`src/rtl/sd_image_loader.sv`:
```
// sd_image_loader: fetches a raw little-endian RGB565 image from the SPI SD
// sector reader, packs byte pairs into pixels and streams them into the
// framebuffer write port, reporting done or fail to the controller.
// Build option: define LOADER_CHECKSUM_EN to add the 16-bit byte checksum
// output (mod-2^16 sum of every byte written to the framebuffer).
module sd_image_loader #(
    parameter int PIXELS         = 76800,
    parameter int ADDR_W         = 17,
    parameter int CHUNK_BLOCKS   = 16,
    parameter int TIMEOUT_CYCLES = 50_000_000
) (
    input  logic              clk,
    input  logic              rst_n,
    input  logic              load_req,
    input  logic [31:0]       img_sector,
    output logic              rd_start,
    output logic [31:0]       rd_sector,
    output logic [7:0]        rd_count,
    input  logic [7:0]        rd_data,
    input  logic              rd_valid,
    input  logic              rd_busy,
    input  logic              rd_error,
    output logic              fb_we,
    output logic [ADDR_W-1:0] fb_addr,
    output logic [15:0]       fb_wdata,
    output logic              loading,
    output logic              done,
`ifdef LOADER_CHECKSUM_EN
    output logic [15:0]       checksum,
`endif
    output logic              fail
);

    localparam logic [31:0] TOTAL_BYTES  = 32'(PIXELS * 2);
    localparam logic [31:0] TOTAL_BLOCKS = 32'((PIXELS * 2 + 511) / 512);
    localparam logic [31:0] CHUNK_MAX    = 32'(CHUNK_BLOCKS);
    localparam logic [31:0] TMO_LAST     = 32'(TIMEOUT_CYCLES - 1);

    typedef enum logic [2:0] {
        S_IDLE,
        S_REQ,
        S_WAIT_BUSY,
        S_STREAM,
        S_CHUNK_END,
        S_DONE,
        S_FAIL
    } state_t;

    state_t            state;
    logic [31:0]       cur_sector;
    logic [31:0]       blocks_left;
    logic [ADDR_W-1:0] pix_addr;
    logic [31:0]       byte_total;   // bytes received in this load, padding included
    logic [31:0]       chunk_bytes;  // bytes received in the current reader request
    logic [31:0]       tmo_cnt;
    logic [7:0]        low_byte;
    logic              byte_phase;

    logic [7:0]        chunk;
    logic              tmo_expired;
    logic [31:0]       chunk_len;
    logic [31:0]       chunk_blk;

    // The last request of an image may be shorter than CHUNK_BLOCKS.
    assign chunk       = (blocks_left < CHUNK_MAX) ? blocks_left[7:0] : CHUNK_MAX[7:0];
    assign tmo_expired = (tmo_cnt >= TMO_LAST);
    // rd_count holds the size of the request in flight until the next REQ.
    assign chunk_len   = {15'd0, rd_count, 9'd0};
    assign chunk_blk   = {24'd0, rd_count};

    // Loader FSM: reader handshake, byte packing and framebuffer writes.
    always_ff @(posedge clk or negedge rst_n) begin
        if (!rst_n) begin
            state       <= S_IDLE;
            cur_sector  <= '0;
            blocks_left <= '0;
            pix_addr    <= '0;
            byte_total  <= '0;
            chunk_bytes <= '0;
            tmo_cnt     <= '0;
            low_byte    <= '0;
            byte_phase  <= 1'b0;
            rd_start    <= 1'b0;
            rd_sector   <= '0;
            rd_count    <= '0;
            fb_we       <= 1'b0;
            fb_addr     <= '0;
            fb_wdata    <= '0;
            loading     <= 1'b0;
            done        <= 1'b0;
            fail        <= 1'b0;
`ifdef LOADER_CHECKSUM_EN
            checksum    <= '0;
`endif
        end else begin
            rd_start <= 1'b0;
            fb_we    <= 1'b0;
            done     <= 1'b0;
            case (state)
                S_IDLE: begin
                    // A reader still busy initialising cannot take a request.
                    if (load_req && !rd_busy) begin
                        cur_sector  <= img_sector;
                        blocks_left <= TOTAL_BLOCKS;
                        pix_addr    <= '0;
                        byte_total  <= '0;
                        byte_phase  <= 1'b0;
                        fail        <= 1'b0;
                        loading     <= 1'b1;
`ifdef LOADER_CHECKSUM_EN
                        checksum    <= '0;
`endif
                        state       <= S_REQ;
                    end
                end
                S_REQ: begin
                    rd_start    <= 1'b1;
                    rd_sector   <= cur_sector;
                    rd_count    <= chunk;
                    chunk_bytes <= '0;
                    tmo_cnt     <= '0;
                    state       <= S_WAIT_BUSY;
                end
                S_WAIT_BUSY: begin
                    if (rd_busy) begin
                        tmo_cnt <= '0;
                        state   <= S_STREAM;
                    end else if (rd_error || tmo_expired) begin
                        fail    <= 1'b1;
                        loading <= 1'b0;
                        state   <= S_FAIL;
                    end else begin
                        tmo_cnt <= tmo_cnt + 32'd1;
                    end
                end
                S_STREAM: begin
                    // A byte arriving with the busy fall is consumed first.
                    if (rd_valid) begin
                        chunk_bytes <= chunk_bytes + 32'd1;
                        byte_total  <= byte_total + 32'd1;
                        byte_phase  <= ~byte_phase;
                        tmo_cnt     <= '0;
                        if (!byte_phase) begin
                            low_byte <= rd_data;
                        end else if (byte_total < TOTAL_BYTES) begin
                            // Tail padding of the last sector fails this test.
                            fb_we    <= 1'b1;
                            fb_addr  <= pix_addr;
                            fb_wdata <= {rd_data, low_byte};
                            pix_addr <= pix_addr + 1'b1;
`ifdef LOADER_CHECKSUM_EN
                            checksum <= checksum + {8'd0, rd_data} + {8'd0, low_byte};
`endif
                        end
                    end else begin
                        tmo_cnt <= tmo_cnt + 32'd1;
                    end
                    if (rd_error || (!rd_valid && tmo_expired)) begin
                        fail    <= 1'b1;
                        loading <= 1'b0;
                        state   <= S_FAIL;
                    end else if (!rd_busy) begin
                        state <= S_CHUNK_END;
                    end
                end
                S_CHUNK_END: begin
                    if (chunk_bytes != chunk_len) begin
                        fail    <= 1'b1;
                        loading <= 1'b0;
                        state   <= S_FAIL;
                    end else begin
                        cur_sector  <= cur_sector + chunk_blk;
                        blocks_left <= blocks_left - chunk_blk;
                        if (blocks_left == chunk_blk) begin
                            done    <= 1'b1;
                            loading <= 1'b0;
                            state   <= S_DONE;
                        end else begin
                            state <= S_REQ;
                        end
                    end
                end
                S_DONE:  state <= S_IDLE;
                S_FAIL:  state <= S_IDLE;
                default: state <= S_IDLE;
            endcase
        end
    end

endmodule
```
`config.mk`:
```
export PLATFORM = sky130hd
export DESIGN_NAME = sd_image_loader
export DESIGN_NICKNAME = d
export VERILOG_FILES = /design/src/rtl/sd_image_loader.sv
export SDC_FILE = /design/constraint.sdc
export NUM_CORES = 1
export LEC_CHECK = 0
export CORE_MARGIN = 4
export CORE_UTILIZATION = 53
export DETAILED_ROUTE_END_ITERATION = 10
export PLACE_DENSITY = 0.8
export SLEW_MARGIN = 20
export SYNTH_ARGS = -nofsm -noshare
export SYNTH_HDL_FRONTEND = slang
export SYNTH_SLANG_ARGS = --single-unit
export TNS_END_PERCENT = 30
```
`constraint.sdc`:
```
create_clock -name clk -period 2.7 [get_ports clk]
set_input_delay 0.27 -clock clk [delete_from_list [all_inputs] [get_ports clk]]
set_output_delay 0.27 -clock clk [all_outputs]
set_load 0.01 [all_outputs]
```
==> results.cfg <==
[floorplan]
rows = 58
dieArea_sq_um = 28400
fp.dieW_um = 169
ioPinCount = 124
initial_core_util_pct = 54.1
core_sq_um = 25300
die_y_um = 169

[logic_synthesis]
syn-num-nets = 1584
ys_warn_count = 0
syn_avg_cell_area_sq_um = 9.03
synth-edff-count = 0
synth_ff_type = dfrtp_1
yosysUniqueCellTypes = 64
synth_seq_cells = 267
synthCells = 1515
synth-async-reset-ratio_pct = 100
synth.cell_area_sq_um = 13700
ys_seq_area_share_pct = 48.9
synth_top_area_share_pct = 48.9
ys_top_cells_by_area = dfrtp_1, nand2_1, nor2_1, o21ai_0, nand3_1
yosys.area.top_type = dfrtp_1

[timing]
max-slew-margin-rel_pct = 54.2
rsz0062_at_grt = true
worst_slew_pin_slew_ns = 0.687
setup-violations-final = 4
max_freq_ghz = 0.344
period_share_pct = 108
setup_slack_ns = -0.208
fin_skew_ns = 0.0192
fin_hold_ws_ns = 0.255
fin_crit_ns = 2.91
drv_slew = 0
hold_violations = 0

[finish]
final_cell_area_sq_um = 17100
register_area_sq_um = 6680
multi_input_area_sq_um = 6730
final_nets = 1788
layout_commonest_cell = nand2_1
filler_cell_count = 1946
area_delta_synth_final_pct = 25.1
final_cell_mix = nand2_1, dfrtp_1, clkdlybuf4s50_1
n_antenna_cell = 0
drive_gt1_share_pct = 12.5
instances_no_fill = 2068

[placement]
dp.cells = 2008
port_buffers = 123
dp_hpwl_um = 24000
gp_congestion = 0.906
post-place-ws_ns = -0.247
postPlaceCellArea_sq_um = 16000

[routing]
dr.pass1.iters = 5
final_antenna_net_count = 0
via_per_inst = 5.94
num_vias = 12300
wl_per_cell_um = 17.0
wl_um = 35200
drc = 0
drtIter0Drc = 963

[clock_tree]
cts_sinks = 267
root_buffer = clkbuf_16
clk_latency_ns = 0.55
clk_transition_reported_paths_ns = 0.06
h-tree-depth = 1
cts_buffer_depth = 3
cts_buffers = 29
cts_tree = yes

[critical_path]
path_cells = or4_1 -> or3_1 -> or4_4 -> or4_4 -> a21o_1 -> a311oi_2
cpPeakStageDelay_ns = 0.58
critPathLaunchType = flip-flop
r2r_slack_ns = -0.21
worstSetupPathType = flip-flop to flip-flop
arrival_ns = 3.36
cp.required_ns = 3.15
critPathTopFamily = simple AND/OR/NAND/NOR gates
cp_common_cell = or4_4
crit_fanout = 4
cp-end-kind = flip-flop
slowest_stage = or4_1
cp_num_buf_inv = 0

[power_and_ir_drop]
peakVddDrop_mv = 0.643
p_leak_uw = 0.00756
power_density_nw_per_um2 = 882

[outcome]
violations = negative setup slack
status = finished with violations

[global_routing]
antenna_found_initial = 0
grt_usage_pct = 24.3
grt_max_degree = 100
grt-ovfl-total = 0
first_global_vias = 12100
grt_first_pass_wirelength_um = 58800

[run]
max_cap_viol_count = 0

[hold_path]
hold_class = input port to async pin
[worst paths after layout]
path | end | start | depth (start not counted)
min in group clk | fb_wdata[12] | rd_data[4] | 3
max | state[2] | blocks_left[14] | 6
min reg2reg | fb_addr[10] | fb_addr[10] | 2
max reg2reg | state[2] | blocks_left[14] | 6
min | cur_sector[3] | rst_n | 2
max in group asynchronous | pix_addr[13] | rst_n | 3
[per-stage QoR]
step                      total power [uW]  util, %  TNS (ns)
after floorplan                       8550        -    -0.426
after global placement               10800     63.2     -1.22
after detailed placement             11000     63.2     -1.81
after CTS                            14900     67.0    -0.432
after global routing                 16000     67.8     -1.12
final                                15100     67.8    -0.467
[power by group]
part,internal [uW],total [uW],switching (uW),leakage (uW)
Sequential,4970,5780,814,0.00355
Combinational,2580,5480,2900,0.00356
Clock,2270,3830,1560,0.000457
[state kept, by name (all words and copies together) (netlist names), 3 cells and up]
register	flops
rd_count	8
chunk_bytes	32
tmo_cnt	32
pix_addr	17
byte_total	32
state	3
fb_wdata	16
blocks_left	32
low_byte	8
cur_sector	32
rd_sector	32
fb_addr	17
[kinds of logic after synthesis]
logic type	synth area share [%]
buf+inv	2.85
compound gates	14.4
mux	1.03
simple gates	26.0
xor+xnor	4.68
flops	48.9
fa+ha+maj	2.21
[per-layer routing]
layer | vias to the layer above | routed length [um] | part of all wire [%] | global-route usage (%)
met5 | - | 0 | 0 | 0
li1 | 5824 | - | - | -
met3 | 77 | 1990 | 5.7 | 3.06
met1 | 6007 | 15300 | 44 | 34.0
met4 | 0 | 784 | 2.2 | 6.49
met2 | 382 | 17100 | 49 | 40.5
[cell usage after synthesis (8+ instances only)]
| cell type | n |
|---|---|
| nand2_1 | 293 |
| dfrtp_1 | 267 |
| nor2_1 | 123 |
| o21ai_0 | 90 |
| nand3_1 | 74 |
| a21oi_1 | 59 |
| clkbuf_1 | 56 |
| inv_1 | 38 |
| or3_1 | 38 |
| xor2_1 | 38 |
| xnor2_1 | 35 |
| nand4_1 | 34 |
| o31ai_1 | 29 |
| nor3_1 | 25 |
| ha_1 | 21 |
| nor4_1 | 21 |
| o211ai_1 | 21 |
| and3_1 | 20 |
| or4_1 | 20 |
| and4_1 | 19 |
| and2_1 | 14 |
| or2_2 | 11 |
| buf_1 | 10 |
| o2111ai_1 | 10 |
| a211oi_1 | 9 |
| a21o_1 | 9 |
| a31oi_1 | 9 |
| mux2_2 | 9 |
| nor2b_1 | 9 |
| o21a_1 | 9 |
| nand2b_1 | 8 |
[what timing repair did]
item	in CTS	in global routing
endpoints found under the setup margin	10	30
pin swaps	2	11
hold buffers	1	0
gates resized for setup	5	30
setup buffers	2	6
gates cloned	0	1
endpoints found under the hold margin	54	0
[layout make-up]
class	instances	share of cell area, %
Inverter	38	0.834
Clock buffer	44	5.04
Tap cell	330	2.41
Sequential cell	267	39.0
Multi-Input combinational cell	1144	39.3
Timing Repair Buffer	239	13.0
Clock inverter	6	0.344
Power figures use the tool's default switching activity.
